$ cat src/rtl/draw_cmd_scheduler_if.sv
// ----------------------------------------------------------------------------
// draw_cmd_scheduler_if
// Bundles every non-clock/non-reset signal of draw_cmd_scheduler.
//   Command side : cmd_valid, cmd_ready, cmd_x, cmd_y, cmd_color, clear_req
//   Engine side  : eng_draw, eng_x1, eng_y1 (to engine)
//                  eng_x, eng_y, eng_wr, eng_complete (from engine)
//   VGA side     : x_out, y_out, color, write_out
//   Status       : busy, fifo_count
// The "slave" modport is the scheduler's view; "master" is the environment
// (command source, line engine and VGA sink).
// ----------------------------------------------------------------------------
interface draw_cmd_scheduler_if #(
    parameter int DEPTH = 4
);
    localparam int CW = $clog2(DEPTH) + 1;

    logic          cmd_valid;
    logic          cmd_ready;
    logic [8:0]    cmd_x;
    logic [8:0]    cmd_y;
    logic [2:0]    cmd_color;
    logic          clear_req;

    logic          eng_draw;
    logic [8:0]    eng_x1;
    logic [8:0]    eng_y1;
    logic [8:0]    eng_x;
    logic [8:0]    eng_y;
    logic          eng_wr;
    logic          eng_complete;

    logic [8:0]    x_out;
    logic [8:0]    y_out;
    logic [2:0]    color;
    logic          write_out;
    logic          busy;
    logic [CW-1:0] fifo_count;

    modport slave (
        input  cmd_valid, cmd_x, cmd_y, cmd_color, clear_req,
        input  eng_x, eng_y, eng_wr, eng_complete,
        output cmd_ready, eng_draw, eng_x1, eng_y1,
        output x_out, y_out, color, write_out, busy, fifo_count
    );

    modport master (
        output cmd_valid, cmd_x, cmd_y, cmd_color, clear_req,
        output eng_x, eng_y, eng_wr, eng_complete,
        input  cmd_ready, eng_draw, eng_x1, eng_y1,
        input  x_out, y_out, color, write_out, busy, fifo_count
    );
endinterface

$ cat src/rtl/draw_cmd_scheduler.sv
// ----------------------------------------------------------------------------
// draw_cmd_scheduler
// Queues line-draw commands in a small FIFO and hands them one at a time to a
// line-drawing engine, forwarding the engine's pixels to the VGA write port.
// A full-screen clear sweep runs after reset and whenever requested; a pending
// clear wins over queued lines but never interrupts a line already drawing.
// Ports:
//   clk   : system clock
//   reset : asynchronous active-low reset (state -> CLEAR, FIFO emptied)
//   bus   : draw_cmd_scheduler_if.slave (command, engine, VGA, status)
// ----------------------------------------------------------------------------
module draw_cmd_scheduler #(
    parameter int DEPTH = 4,
    parameter int X_MAX = 159,
    parameter int Y_MAX = 119
) (
    input  logic                 clk,
    input  logic                 reset,
    draw_cmd_scheduler_if.slave  bus
);
    localparam int AW = $clog2(DEPTH);
    localparam int CW = AW + 1;

    localparam logic [8:0]    XM      = 9'(X_MAX);
    localparam logic [8:0]    YM      = 9'(Y_MAX);
    localparam logic [CW-1:0] DEPTH_C = CW'(DEPTH);
    localparam logic [CW-1:0] ZERO_C  = {CW{1'b0}};
    localparam logic [CW-1:0] ONE_C   = CW'(1);
    localparam logic [AW-1:0] PONE_C  = AW'(1);

    localparam logic [2:0] S_CLEAR = 3'd0;
    localparam logic [2:0] S_IDLE  = 3'd1;
    localparam logic [2:0] S_LOAD  = 3'd2;
    localparam logic [2:0] S_DRAW  = 3'd3;
    localparam logic [2:0] S_DONE  = 3'd4;

    logic [2:0]    r_state;
    logic [2:0]    w_state_nxt;
    logic [8:0]    r_x_cnt;
    logic [8:0]    r_y_cnt;
    logic          r_clear_pend;

    logic [8:0]    r_mem_x [DEPTH];
    logic [8:0]    r_mem_y [DEPTH];
    logic [2:0]    r_mem_c [DEPTH];
    logic [AW-1:0] r_wr_ptr;
    logic [AW-1:0] r_rd_ptr;
    logic [CW-1:0] r_count;
    logic [8:0]    r_pop_x;
    logic [8:0]    r_pop_y;
    logic [2:0]    r_pop_c;

    logic [8:0]    r_eng_x1;
    logic [8:0]    r_eng_y1;
    logic [2:0]    r_line_c;
    logic          r_eng_draw;
    logic [8:0]    r_x_out;
    logic [8:0]    r_y_out;
    logic [2:0]    r_color;
    logic          r_write_out;
    logic          r_busy;

    logic          w_cmd_ready;
    logic          w_push;
    logic          w_pop;
    logic          w_sweep_last;
    logic [8:0]    w_x_clamp;
    logic [8:0]    w_y_clamp;

    assign w_cmd_ready  = (r_count < DEPTH_C);
    assign w_push       = bus.cmd_valid & w_cmd_ready;
    // The only pop point is the IDLE->LOAD transition.
    assign w_pop        = (r_state == S_IDLE) && !r_clear_pend && (r_count != ZERO_C);
    assign w_sweep_last = (r_x_cnt == XM) && (r_y_cnt == YM);
    assign w_x_clamp    = (bus.cmd_x > XM) ? XM : bus.cmd_x;
    assign w_y_clamp    = (bus.cmd_y > YM) ? YM : bus.cmd_y;

    // Next-state logic of the scheduling FSM.
    always_comb begin
        w_state_nxt = r_state;
        case (r_state)
            S_CLEAR: begin
                if (w_sweep_last) w_state_nxt = S_IDLE;
                else              w_state_nxt = S_CLEAR;
            end
            S_IDLE: begin
                if (r_clear_pend)            w_state_nxt = S_CLEAR;
                else if (r_count != ZERO_C)  w_state_nxt = S_LOAD;
                else                         w_state_nxt = S_IDLE;
            end
            S_LOAD:  w_state_nxt = S_DRAW;
            S_DRAW: begin
                if (bus.eng_complete) w_state_nxt = S_DONE;
                else                  w_state_nxt = S_DRAW;
            end
            S_DONE:  w_state_nxt = S_IDLE;
            default: w_state_nxt = S_CLEAR;
        endcase
    end

    // State register and busy flag (busy tracks the state being entered).
    always_ff @(posedge clk or negedge reset) begin
        if (!reset) begin
            r_state <= S_CLEAR;
            r_busy  <= 1'b1;
        end else begin
            r_state <= w_state_nxt;
            r_busy  <= (w_state_nxt != S_IDLE);
        end
    end

    // Row-major sweep counters; held at zero outside CLEAR so every entry starts at (0,0).
    always_ff @(posedge clk or negedge reset) begin
        if (!reset) begin
            r_x_cnt <= 9'd0;
            r_y_cnt <= 9'd0;
        end else if (r_state != S_CLEAR) begin
            r_x_cnt <= 9'd0;
            r_y_cnt <= 9'd0;
        end else if (r_x_cnt == XM) begin
            r_x_cnt <= 9'd0;
            if (r_y_cnt == YM) r_y_cnt <= 9'd0;
            else               r_y_cnt <= r_y_cnt + 9'd1;
        end else begin
            r_x_cnt <= r_x_cnt + 9'd1;
        end
    end

    // Pending-clear flag: consumed when IDLE enters CLEAR, requests during CLEAR dropped.
    always_ff @(posedge clk or negedge reset) begin
        if (!reset) begin
            r_clear_pend <= 1'b0;
        end else if ((r_state == S_IDLE) && r_clear_pend) begin
            r_clear_pend <= 1'b0;
        end else if ((r_state != S_CLEAR) && bus.clear_req) begin
            r_clear_pend <= 1'b1;
        end else begin
            r_clear_pend <= r_clear_pend;
        end
    end

    // Command FIFO storage, pointers, occupancy and popped-entry capture.
    always_ff @(posedge clk or negedge reset) begin
        if (!reset) begin
            for (int i = 0; i < DEPTH; i++) begin
                r_mem_x[i] <= 9'd0;
                r_mem_y[i] <= 9'd0;
                r_mem_c[i] <= 3'd0;
            end
            r_wr_ptr <= {AW{1'b0}};
            r_rd_ptr <= {AW{1'b0}};
            r_count  <= ZERO_C;
            r_pop_x  <= 9'd0;
            r_pop_y  <= 9'd0;
            r_pop_c  <= 3'd0;
        end else begin
            if (w_push) begin
                r_mem_x[r_wr_ptr] <= w_x_clamp;
                r_mem_y[r_wr_ptr] <= w_y_clamp;
                r_mem_c[r_wr_ptr] <= bus.cmd_color;
                r_wr_ptr          <= r_wr_ptr + PONE_C;
            end
            if (w_pop) begin
                r_pop_x  <= r_mem_x[r_rd_ptr];
                r_pop_y  <= r_mem_y[r_rd_ptr];
                r_pop_c  <= r_mem_c[r_rd_ptr];
                r_rd_ptr <= r_rd_ptr + PONE_C;
            end
            case ({w_push, w_pop})
                2'b10:   r_count <= r_count + ONE_C;
                2'b01:   r_count <= r_count - ONE_C;
                default: r_count <= r_count;
            endcase
        end
    end

    // Engine command: endpoints latched in LOAD, run enable high exactly while in DRAW.
    always_ff @(posedge clk or negedge reset) begin
        if (!reset) begin
            r_eng_x1   <= 9'd0;
            r_eng_y1   <= 9'd0;
            r_line_c   <= 3'd0;
            r_eng_draw <= 1'b0;
        end else begin
            if (r_state == S_LOAD) begin
                r_eng_x1 <= r_pop_x;
                r_eng_y1 <= r_pop_y;
                r_line_c <= r_pop_c;
            end
            r_eng_draw <= (w_state_nxt == S_DRAW);
        end
    end

    // VGA pixel port: sweep pixels in CLEAR, engine pass-through in DRAW, silent otherwise.
    always_ff @(posedge clk or negedge reset) begin
        if (!reset) begin
            r_x_out     <= 9'd0;
            r_y_out     <= 9'd0;
            r_color     <= 3'd0;
            r_write_out <= 1'b0;
        end else begin
            case (r_state)
                S_CLEAR: begin
                    r_x_out     <= r_x_cnt;
                    r_y_out     <= r_y_cnt;
                    r_color     <= 3'd0;
                    r_write_out <= 1'b1;
                end
                S_DRAW: begin
                    r_x_out     <= bus.eng_x;
                    r_y_out     <= bus.eng_y;
                    r_color     <= r_line_c;
                    r_write_out <= bus.eng_wr;
                end
                default: begin
                    r_write_out <= 1'b0;
                end
            endcase
        end
    end

    assign bus.cmd_ready  = w_cmd_ready;
    assign bus.fifo_count = r_count;
    assign bus.busy       = r_busy;
    assign bus.eng_draw   = r_eng_draw;
    assign bus.eng_x1     = r_eng_x1;
    assign bus.eng_y1     = r_eng_y1;
    assign bus.x_out      = r_x_out;
    assign bus.y_out      = r_y_out;
    assign bus.color      = r_color;
    assign bus.write_out  = r_write_out;
endmodule

$ cat src/flat_wrapper.sv
// flat-port wrapper written by rule: the top's interface ports become plain ports
module draw_cmd_scheduler_flat 
#(
    parameter int DEPTH = 4,
    parameter int X_MAX = 159,
    parameter int Y_MAX = 119
)
  (clk, reset, bus_cmd_valid, bus_cmd_x, bus_cmd_y, bus_cmd_color, bus_clear_req, bus_eng_x, bus_eng_y, bus_eng_wr, bus_eng_complete, bus_cmd_ready, bus_eng_draw, bus_eng_x1, bus_eng_y1, bus_x_out, bus_y_out, bus_color, bus_write_out, bus_busy, bus_fifo_count);
  draw_cmd_scheduler_if #(.DEPTH(DEPTH)) bus_i ();
  input  logic clk;
  input  logic reset;
  input wire logic [$bits(bus_i.cmd_valid)-1:0] bus_cmd_valid;
  input wire logic [$bits(bus_i.cmd_x)-1:0] bus_cmd_x;
  input wire logic [$bits(bus_i.cmd_y)-1:0] bus_cmd_y;
  input wire logic [$bits(bus_i.cmd_color)-1:0] bus_cmd_color;
  input wire logic [$bits(bus_i.clear_req)-1:0] bus_clear_req;
  input wire logic [$bits(bus_i.eng_x)-1:0] bus_eng_x;
  input wire logic [$bits(bus_i.eng_y)-1:0] bus_eng_y;
  input wire logic [$bits(bus_i.eng_wr)-1:0] bus_eng_wr;
  input wire logic [$bits(bus_i.eng_complete)-1:0] bus_eng_complete;
  output wire logic [$bits(bus_i.cmd_ready)-1:0] bus_cmd_ready;
  output wire logic [$bits(bus_i.eng_draw)-1:0] bus_eng_draw;
  output wire logic [$bits(bus_i.eng_x1)-1:0] bus_eng_x1;
  output wire logic [$bits(bus_i.eng_y1)-1:0] bus_eng_y1;
  output wire logic [$bits(bus_i.x_out)-1:0] bus_x_out;
  output wire logic [$bits(bus_i.y_out)-1:0] bus_y_out;
  output wire logic [$bits(bus_i.color)-1:0] bus_color;
  output wire logic [$bits(bus_i.write_out)-1:0] bus_write_out;
  output wire logic [$bits(bus_i.busy)-1:0] bus_busy;
  output wire logic [$bits(bus_i.fifo_count)-1:0] bus_fifo_count;
  assign bus_i.cmd_valid = bus_cmd_valid;
  assign bus_i.cmd_x = bus_cmd_x;
  assign bus_i.cmd_y = bus_cmd_y;
  assign bus_i.cmd_color = bus_cmd_color;
  assign bus_i.clear_req = bus_clear_req;
  assign bus_i.eng_x = bus_eng_x;
  assign bus_i.eng_y = bus_eng_y;
  assign bus_i.eng_wr = bus_eng_wr;
  assign bus_i.eng_complete = bus_eng_complete;
  assign bus_cmd_ready = bus_i.cmd_ready;
  assign bus_eng_draw = bus_i.eng_draw;
  assign bus_eng_x1 = bus_i.eng_x1;
  assign bus_eng_y1 = bus_i.eng_y1;
  assign bus_x_out = bus_i.x_out;
  assign bus_y_out = bus_i.y_out;
  assign bus_color = bus_i.color;
  assign bus_write_out = bus_i.write_out;
  assign bus_busy = bus_i.busy;
  assign bus_fifo_count = bus_i.fifo_count;
  draw_cmd_scheduler #(.DEPTH(DEPTH), .X_MAX(X_MAX), .Y_MAX(Y_MAX)) u_core (.clk(clk), .reset(reset), .bus(bus_i));
endmodule
$ cat config.mk
export PLATFORM = sky130hd
export DESIGN_NAME = draw_cmd_scheduler_flat
export DESIGN_NICKNAME = d
export VERILOG_FILES = /design/src/rtl/draw_cmd_scheduler_if.sv /design/src/rtl/draw_cmd_scheduler.sv /design/src/flat_wrapper.sv
export SDC_FILE = /design/constraint.sdc
export NUM_CORES = 1
export LEC_CHECK = 0
export BUFFER_PORTS_ARGS = -buffer_cell sky130_fd_sc_hd__buf_2
export CAP_MARGIN = 25
export CORE_ASPECT_RATIO = 1.25
export CORE_MARGIN = 4
export CORE_UTILIZATION = 40
export CTS_BUF_LIST = sky130_fd_sc_hd__clkbuf_8
export DETAILED_ROUTE_END_ITERATION = 12
export GPL_ROUTABILITY_DRIVEN = 0
export PLACE_DENSITY = 0.61
export SYNTH_ARGS = -nofsm -noshare
export SYNTH_HDL_FRONTEND = slang
export SYNTH_SLANG_ARGS = --single-unit
$ cat constraint.sdc
create_clock -name clk -period 2.3 [get_ports clk]
set_clock_uncertainty 0.1 [all_clocks]
set_input_delay 0.46 -clock clk [delete_from_list [all_inputs] [get_ports clk]]
set_output_delay 0.46 -clock clk [all_outputs]
set_load 0.01 [all_outputs]
* Yosys cells after proc, flatten, opt, wreduce, memory -nomap -nowiden
Cells that the tools add are included.
** Cells by class
- Multiplexer cells :: 35
- Bitwise logic cells :: 3
- Equal/unequal tests :: 10
- Reductions and logical operators :: 14
- $lt $le $gt $ge :: 6
- Add/subtract/negate cells :: 6
** Operators with widths (count)
- $mux 9 :: 12
- $bwmux 36 :: 2
- $bmux 9 s2 :: 2
- $pmux 9 s2 :: 2
- $add 9x1->9 const B :: 2
- $demux 9 s2 :: 1
- $mux 3 :: 5
- $pmux 3 s5 :: 1
- $bwmux 12 :: 1
- $pmux 3 s2 :: 2
- $eq 3x2->1 const B :: 3
- $eq 9x7->1 const B :: 1
- $eq 9x8->1 const B :: 1
- $gt 9x7->1 const B :: 1
- $gt 9x8->1 const B :: 1
- $reduce_bool 2->1 :: 4
- $bmux 3 s2 :: 1
- $demux 3 s2 :: 1
- $ge 3x3->1 const B :: 2
- $logic_and 1x1->1 :: 6
- $not 2->3 :: 2
- $reduce_bool 3->1 :: 2
- $add 2x1->2 const B :: 2
- $add 3x1->3 const B :: 1
- other kinds (14) :: 16
** Word-level totals
- Word-level logic and storage cells :: 105
- Register bits :: 179

* Longest topological paths before layout
Gate-level depths: netlist of run 1.
- Depth after elaboration :: 6
- Gate-level depth with buffers :: 11

* Worst setup path before layout of run 1
Ideal clock, no wire load.
- Path kind :: reg-to-reg
- Start :: reg u_core.r_state[0]
- End :: reg u_core.r_count[2], in the netlist u_core.bus.fifo_count[2]
- Setup slack :: 0.068 ns
- Buffers on the path :: 2
- Data arrival time :: 2.052 ns
- Cell stages (with the launch flop) :: 12
- Library setup time :: 0.080 ns
- Period minus slack after synthesis :: 2.232 ns
- Required time :: 2.120 ns
- Cells stage by stage :: dfrtp_1 > buf_2 > nor2b_1 > nand3_1 > inv_2 > buf_4 > ha_1 > inv_1 > fa_1 > xor2_1 > nor2_1 > xnor2_1
** On the way
- Longest elaborated chain between the ends :: 5
- Elaborated cells on any way between the ends :: 7
- Those cells by class :: 3 x eq/ne; 1 x mux; 3 x reduce/logical
** Ends and longest elaborated chain
- from (decl) :: line draw_cmd_scheduler.sv:37 : logic [2:0] r_state;
- from (signal assigned) :: line draw_cmd_scheduler.sv:107 : r_state <= w_state_nxt;
- $eq 3x1->1 (*) :: line draw_cmd_scheduler.sv:73 : assign w_pop = (r_state == S_IDLE) && !r_clear_pend && (r_count != ZERO_C);
- $logic_and 1x1->1 (*) (2 in series) :: line draw_cmd_scheduler.sv:73
- net u_core.w_pop :: line draw_cmd_scheduler.sv:65 : logic w_pop;
- $eq 2x1->1 or $eq 2x2->1 (tied branches) :: line draw_cmd_scheduler.sv:169 : case ({w_push, w_pop})
- $pmux 3 s2 or $reduce_bool 2->1 (tied branches)
- to (signal assigned) :: line draw_cmd_scheduler.sv:170 : 2'b10: r_count <= r_count + ONE_C;
- to (signal assigned) :: line draw_cmd_scheduler.sv:171 : 2'b01: r_count <= r_count - ONE_C;
- to (signal assigned) :: line draw_cmd_scheduler.sv:172 : default: r_count <= r_count;
- to (decl) :: line draw_cmd_scheduler.sv:48 : logic [CW-1:0] r_count;
The timed path passes the listed nets; every way through them passes the cells marked *.
A chain may end at the register's enable or synchronous reset.

* Final worst setup path of run 1
- Start :: reg u_core.r_state[1]
- End :: reg u_core.r_count[2], in the netlist u_core.bus.fifo_count[2]
** On the way
- Longest elaborated chain between the ends :: 5
- Elaborated cells on any way between the ends :: 7
- Those cells by class :: 3 x eq/ne; 1 x mux; 3 x reduce/logical
** Ends and longest elaborated chain (line)
- $eq 3x1->1 (*) :: draw_cmd_scheduler.sv:73
- $logic_and 1x1->1 (*) (2 in series) :: draw_cmd_scheduler.sv:73
- $eq 2x1->1 or $eq 2x2->1 (tied branches) :: draw_cmd_scheduler.sv:169
- $pmux 3 s2 or $reduce_bool 2->1 (tied branches)
Every way passes the cells marked *; elsewhere a longest branch is shown, timed or not.

==> impl_metrics.toml, run 1 <==
[placed_design]
dpl.cell_count = 930
post-dp-hpwl_um = 11200
io_buffers = 90

[route]
avgViaCountPerCell = 5.23
drt_wl_total_um = 15900
dr.pass1.iters = 4
wire_per_inst_um = 16.5
ant_nets = 0
vias = 5034
drt_iter0_drc = 302
drc_errors = 0

[global_routing]
antenna_found_initial = 1
grtUsageTotal = 0.158
grt_pass1_wl_um = 26400
grt_max_degree = 59
grt_overflow = 0
grt_pass1_vias = 5292

[worst_hold_path]
hold_path_depth = 3
hp-start = "bus_eng_x[4]"
hold_end = "u_core.bus.x_out[4]"
holdCritPathClass = "primary input to register"

[cts]
cts_root_buf = "clkbuf_8"
numCtsBuffers = 17
cts_tree = "yes"
h-tree-depth = 4
path_clk_slew_ps = 90
clock_sinks = 179
insertion_delay_ps = 460
ctsResizeCount = 0
clockBufferDepth = 2

[pwr]
p_clk_frac = 0.214
p_switching_w = 0.00371
p_per_area_nw_per_um2 = 1270
p_leak_nw = 4.21
internal_power_w = 0.00741
vdd_drop_max_uv = 555
swShare = 0.334
seq_power_share = 0.450
pwr-share-comb = 0.336

[critical_path]
required_ps = 2580
critPathArrivalTime_ps = 2380
startpoint_type = "register"
end_kind = "register"
r2r_slack_ps = 210
r2r_end = "u_core.bus.fifo_count[2]"
r2r_start = "u_core.r_state[1]"
path_class = "register to register"
cp_max_fo = 7
reg2regPathDepth = 9

[floorplanning]
pin_count = 91
start_util = 0.412
die_w_um = 131
die_y_um = 161
dieArea_um2 = 21100
core_area_um2 = 18300
num_rows = 55

[synth]
syn_area_um2 = 7530
synth_top_area_cell = "dfrtp_1"
synthAdderAreaFrac = 0.0143
synthSimpleGateAreaFrac = 0.126
synth-async-reset-ratio = 1.00
synth-xor-area-share = 0.0174
netlist_instances = 628
seq_area_frac_synth = 0.595
avgSynthCellArea_um2 = 12.0
synthFlopType = "dfrtp_1"
synth-edff-count = 0
yosysUniqueCellTypes = 49
ys_top_cells_by_area = "dfrtp_1, mux2_2, mux4_2"
synth_top_family_by_area = "multiplexers"
synth_top_cell_area_share = 0.591
syn_nets = 681
synthMuxAreaShare = 0.145
synth_compound_area_frac = 0.0767
ys_seq_elements = 179
yosys_warnings = 0

[timing]
fin_crit_sh = 0.910
min_period_ps = 2090
setup-violations-final = 0
rsz0062_at_grt = "no"
worstMarginPinSlew_ps = 551
maxSlewViolCount = 0
hold_violations = 0
setup-tns-final_ps = 0
fmax_ghz = 0.478
relSlewSlack = 0.633

[finish]
nets = 775
final_cells = 963
drive_gt1_frac = 0.297
n_antenna_cell = 0
reg_top3 = "u_core.r_mem_x (36), u_core.r_mem_y (36), u_core.r_mem_c (12)"
fill_cells = 1690
synthToLayoutAreaGrowth_pct = 16.3
final_core_util = 0.479

[flow_run]
cap_viol_max_count = 0

[outcome]
status = "finished clean"
layout by cell type, fill, tap and decap left out, types with 2 or more instances in the layout:
master       n
dfrtp_1    178
nand2_1    116
buf_2       89
o21ai_0     66
mux2_2      48
nor2_1      24
mux4_2      21
clkbuf_8    18
buf_4       17
a22oi_1     16
and2_1      14
a21oi_1     10
inv_1        9
nand3_1      9
xnor2_1      8
nor3_1       7
xor2_1       7
ha_1         7
mux2_1       6
or3_1        5
nand4_1      5
bufinv_16    4
inv_6        4
nor2b_1      3
nand2b_1     3
and4_1       3
a22o_1       3
buf_12       3
nor3_2       2
nand3b_1     2
clkinv_4     2
layout make-up:
class                      instances  area (µm²)  area share
inverter                           9        33.8     0.00385
clock buffer                      18         248      0.0283
multi-input combinational        404        2860       0.327
tap                              228         285      0.0325
sequential                       179        4480       0.511
timing repair buffer             111         654      0.0747
clock inverter                    14         200      0.0228
power by group through the flow:
| stage | sequential (W) | clock (W) | combinational (W) |
|---|---|---|---|
| 6_report | 0.00500 | 0.00238 | 0.00374 |
| 5_1_grt | 0.00516 | 0.00259 | 0.00419 |
| 4_1_cts | 0.00501 | 0.00245 | 0.00383 |
| 3_5_place_dp | 0.00508 | 0 | 0.00382 |
| 3_3_place_gp | 0.00497 | 0 | 0.00370 |
| 2_1_floorplan | 0.00502 | 0 | 0.00253 |
layer usage:
metal | track usage | vias to the layer above | share of wire
li1 | - | 2362 | -
met1 | 0.195 | 2511 | 0.43
met2 | 0.271 | 132 | 0.51
met3 | 0.0351 | 27 | 0.044
met4 | 0.0580 | 2 | 0.018
met5 | 0 | - | 0.00044
worst max path at each step:
stage,start,end,slack (ps),cells past startpoint
3_5_place_dp,bus_cmd_valid,u_core.bus.fifo_count[1],140,7
3_3_place_gp,bus_cmd_valid,u_core.bus.fifo_count[2],250,9
5_1_grt,u_core.r_state[1],u_core.bus.fifo_count[2],3,9
4_1_cts,u_core.r_state[1],u_core.bus.fifo_count[2],190,9
2_1_floorplan,u_core.r_state[0],u_core.bus.fifo_count[2],70,11
6_report,u_core.r_state[1],u_core.bus.fifo_count[2],210,9
per-stage QoR:
stage | area, µm² | total power [W] | hold slack [ps] | worst slack (ps)
4_1_cts | 8760 | 0.0113 | 76.1 | 187
3_3_place_gp | 8310 | 0.00867 | 350 | 251
5_1_grt | 8760 | 0.0119 | 86.5 | 3.23
2_1_floorplan | 7530 | 0.00755 | 64.4 | 67.9
3_5_place_dp | 8310 | 0.00889 | 348 | 142
6_report | 8760 | 0.0111 | 113 | 207
critical path, cell delays in order (launching register included):
cell and delay (ps):
dfrtp_1 450, nor2_1 220, nand3_1 180, inv_2 100, ha_1 180, inv_1 60, fa_1 370, xor2_1 150
nor2_1 110, xnor2_1 120
kinds of logic after synthesis:
group                    Yosys count
flip-flops                       179
AO/OA/AOI/OAI                    101
XOR/XNOR                          15
buffers and inverters             45
AND/OR/NAND/NOR                  204
multiplexers                      76
adder cells (fa/ha/maj)            8
synth_stat cells, types with 2 or more instances:
master	count
dfrtp_1	178
nand2_1	116
o21ai_0	66
mux2_2	48
nor2_1	25
mux4_2	21
clkbuf_1	20
a22oi_1	16
and2_1	14
buf_2	11
a21oi_1	10
nand3_1	9
inv_1	8
nor3_1	8
xnor2_1	8
ha_1	7
xor2_1	7
mux2_1	6
nand4_1	5
or3_1	5
a22o_1	3
and4_1	3
nand2b_1	3
nor2b_1	3
buf_1	2
buf_4	2
nand3b_1	2
what timing repair did:
item                      in CTS  in global routing
buffers inserted               0                  0
hold endpoints to repair      50                  0
hold buffers                   1                  0
No activity file was read; power rests on OpenSTA's default activity.
==> run 2, diff against run 1 <==
--- a/config.mk
+++ b/config.mk
@@ -13,7 +13,7 @@
 export CTS_BUF_LIST = sky130_fd_sc_hd__clkbuf_8
 export DETAILED_ROUTE_END_ITERATION = 12
 export GPL_ROUTABILITY_DRIVEN = 0
-export PLACE_DENSITY = 0.61
+export PLACE_DENSITY = 0.58
 export SYNTH_ARGS = -nofsm -noshare
 export SYNTH_HDL_FRONTEND = slang
 export SYNTH_SLANG_ARGS = --single-unit
==> run 2 against run 1 <==
Against the previous run: the flow now finishes with violations (negative hold slack); worst hold slack got worse by 160 ps; count of clock-buffer cells in the layout stayed put; maximum frequency is 0.39% higher; non-clock buffer count down 2; worst setup slack better by 8.1 ps; sequential power barely moved; via count down 1.2%; critical path depth unchanged; final cell count shrank 0.21%; clock power decreased by 11%.
==> impl_metrics.toml, run 2 (synthesized netlist as in run 1, its figures left out) <==
[route]
wire_per_inst_um = 16.1
ant_nets = 0
dr.pass1.iters = 4
avgViaCountPerCell = 5.18
drc_errors = 0
drt_iter0_drc = 331
drt_wl_total_um = 15500
vias = 4974

[outcome]
status = "finished with violations"
violations = "negative hold slack"

[floorplanning]
pin_count = 91
core_area_um2 = 18300
die_w_um = 131
start_util = 0.412
die_y_um = 161
dieArea_um2 = 21100
num_rows = 55

[cts]
ctsResizeCount = 0
h-tree-depth = 4
clockBufferDepth = 2
postCtsSetupBuffers = 0
numCtsBuffers = 17
cts_root_buf = "clkbuf_8"
cts_tree = "yes"
clock_sinks = 179
postCtsHoldBufs = 0
path_clk_slew_ps = 90
insertion_delay_ps = 450

[timing]
rsz0062_at_grt = "no"
maxSlewViolCount = 0
hold_violations = 9
holdWs_ps = -48.2
relSlewSlack = 0.536
min_period_ps = 2090
fmax_ghz = 0.480
worstMarginPinSlew_ps = 696
setup_slack_ps = 215
setup-tns-final_ps = 0
fin_crit_sh = 0.907
setup-violations-final = 0

[global_routing]
grt_overflow = 0
grt_max_degree = 124
antenna_found_initial = 1
grtUsageTotal = 0.155
grt_pass1_wl_um = 26000
grt_pass1_vias = 5099

[placed_design]
dpl_worst_slack_ps = 75.3
place_area_um2 = 8300
post-dp-hpwl_um = 10800
io_buffers = 90

[finish]
post-route-cell-area_um2 = 8690
final_core_util = 0.475
reg_top3 = "u_core.r_mem_x (36), u_core.r_mem_y (36), u_core.r_mem_c (12)"
synthToLayoutAreaGrowth_pct = 15.4
n_antenna_cell = 0
layout_common_cells = "dfrtp_1, nand2_1, buf_2"
layout_commonest_cell = "dfrtp_1"
fill_cells = 1706
drive_gt1_frac = 0.297
nets = 773

[critical_path]
path_class = "register to register"
critPathBufInv = 2
worstPathCellList = "nor2_1 > nand3_1 > inv_2 > ha_1 > inv_1 > fa_1 > xor2_1 > nor2_1 > xnor2_1"
end_kind = "register"
r2r_start = "u_core.r_state[1]"
cp_slowest_cell = "dfrtp_1"
crit_top_cell = "nor2_1"
cp_max_fo = 7
cp_top_family = "adder cells"
critPathArrivalTime_ps = 2360
startpoint_type = "register"
crit_start = "u_core.r_state[1]"
slowest_delay_ps = 450
required_ps = 2580
crit_cells = 9
reg2regPathDepth = 9

[pwr]
p_per_area_nw_per_um2 = 1250
swShare = 0.343
p_leak_nw = 4.17
seq_power_share = 0.464
pwr-share-comb = 0.342
vdd_drop_max_uv = 635
internal_power_w = 0.00712
p_clk_frac = 0.195
p_switching_w = 0.00371

[worst_hold_path]
holdCritPathClass = "primary input to asynchronous set/reset pin"

[flow_run]
cap_viol_max_count = 0
-- run 2: cell count changes in the layout (fill, tap and decap cells not counted), sizes merged --
cell         previous run  this run
buf                   110       109
dlygate4sd3             1         0
clkinvlp                1         3
bufinv                  4         1
clkinv                  3         4
-- run 2: routing by layer --
metal / global-route usage / share of wire / up-vias
met4: 0.0365 / 0.0081 / 2
met3: 0.0377 / 0.039 / 12
met2: 0.257 / 0.51 / 91
li1: - / - / 2364
met1: 0.204 / 0.44 / 2505
met5: 0 / 0.00084 / -
-- run 2: area by class of cell --
class	count	area, µm²	share of cell area
Sequential cell	179	4480	0.516
Multi-Input combinational cell	404	2860	0.329
Timing Repair Buffer	109	637	0.0733
Tap cell	228	285	0.0328
Clock buffer	18	248	0.0285
Clock inverter	14	144	0.0166
Inverter	9	33.8	0.00389
-- run 2: path summary, 6_finish.rpt --
kind                                                  to  slack, ps
worst max-delay path            u_core.bus.fifo_count[2]        210
worst min-delay path            u_core.bus.fifo_count[0]        -50
worst max register to register  u_core.bus.fifo_count[2]        210
worst min register to register       u_core.bus.x_out[4]        380
max in group asynchronous              u_core.r_mem_x[0]       1590
min in group clk                    u_core.bus.write_out        110
-- run 2: through the flow --
stage	total power, W	hold WS (ps)	instances
after floorplan	0.00755	64.4	628
after global placement	0.00870	352	929
after detailed placement	0.00889	358	929
after CTS	0.0110	15.4	961
after global routing	0.0117	22.0	961
final	0.0108	-48.2	961
-- run 2: power groups by stage --
stage	Combinational (W)	Clock, W	Sequential [W]
6_report	0.00370	0.00211	0.00502
5_1_grt	0.00418	0.00232	0.00518
4_1_cts	0.00380	0.00219	0.00503
3_5_place_dp	0.00379	0	0.00509
3_3_place_gp	0.00368	0	0.00502
2_1_floorplan	0.00253	0	0.00502
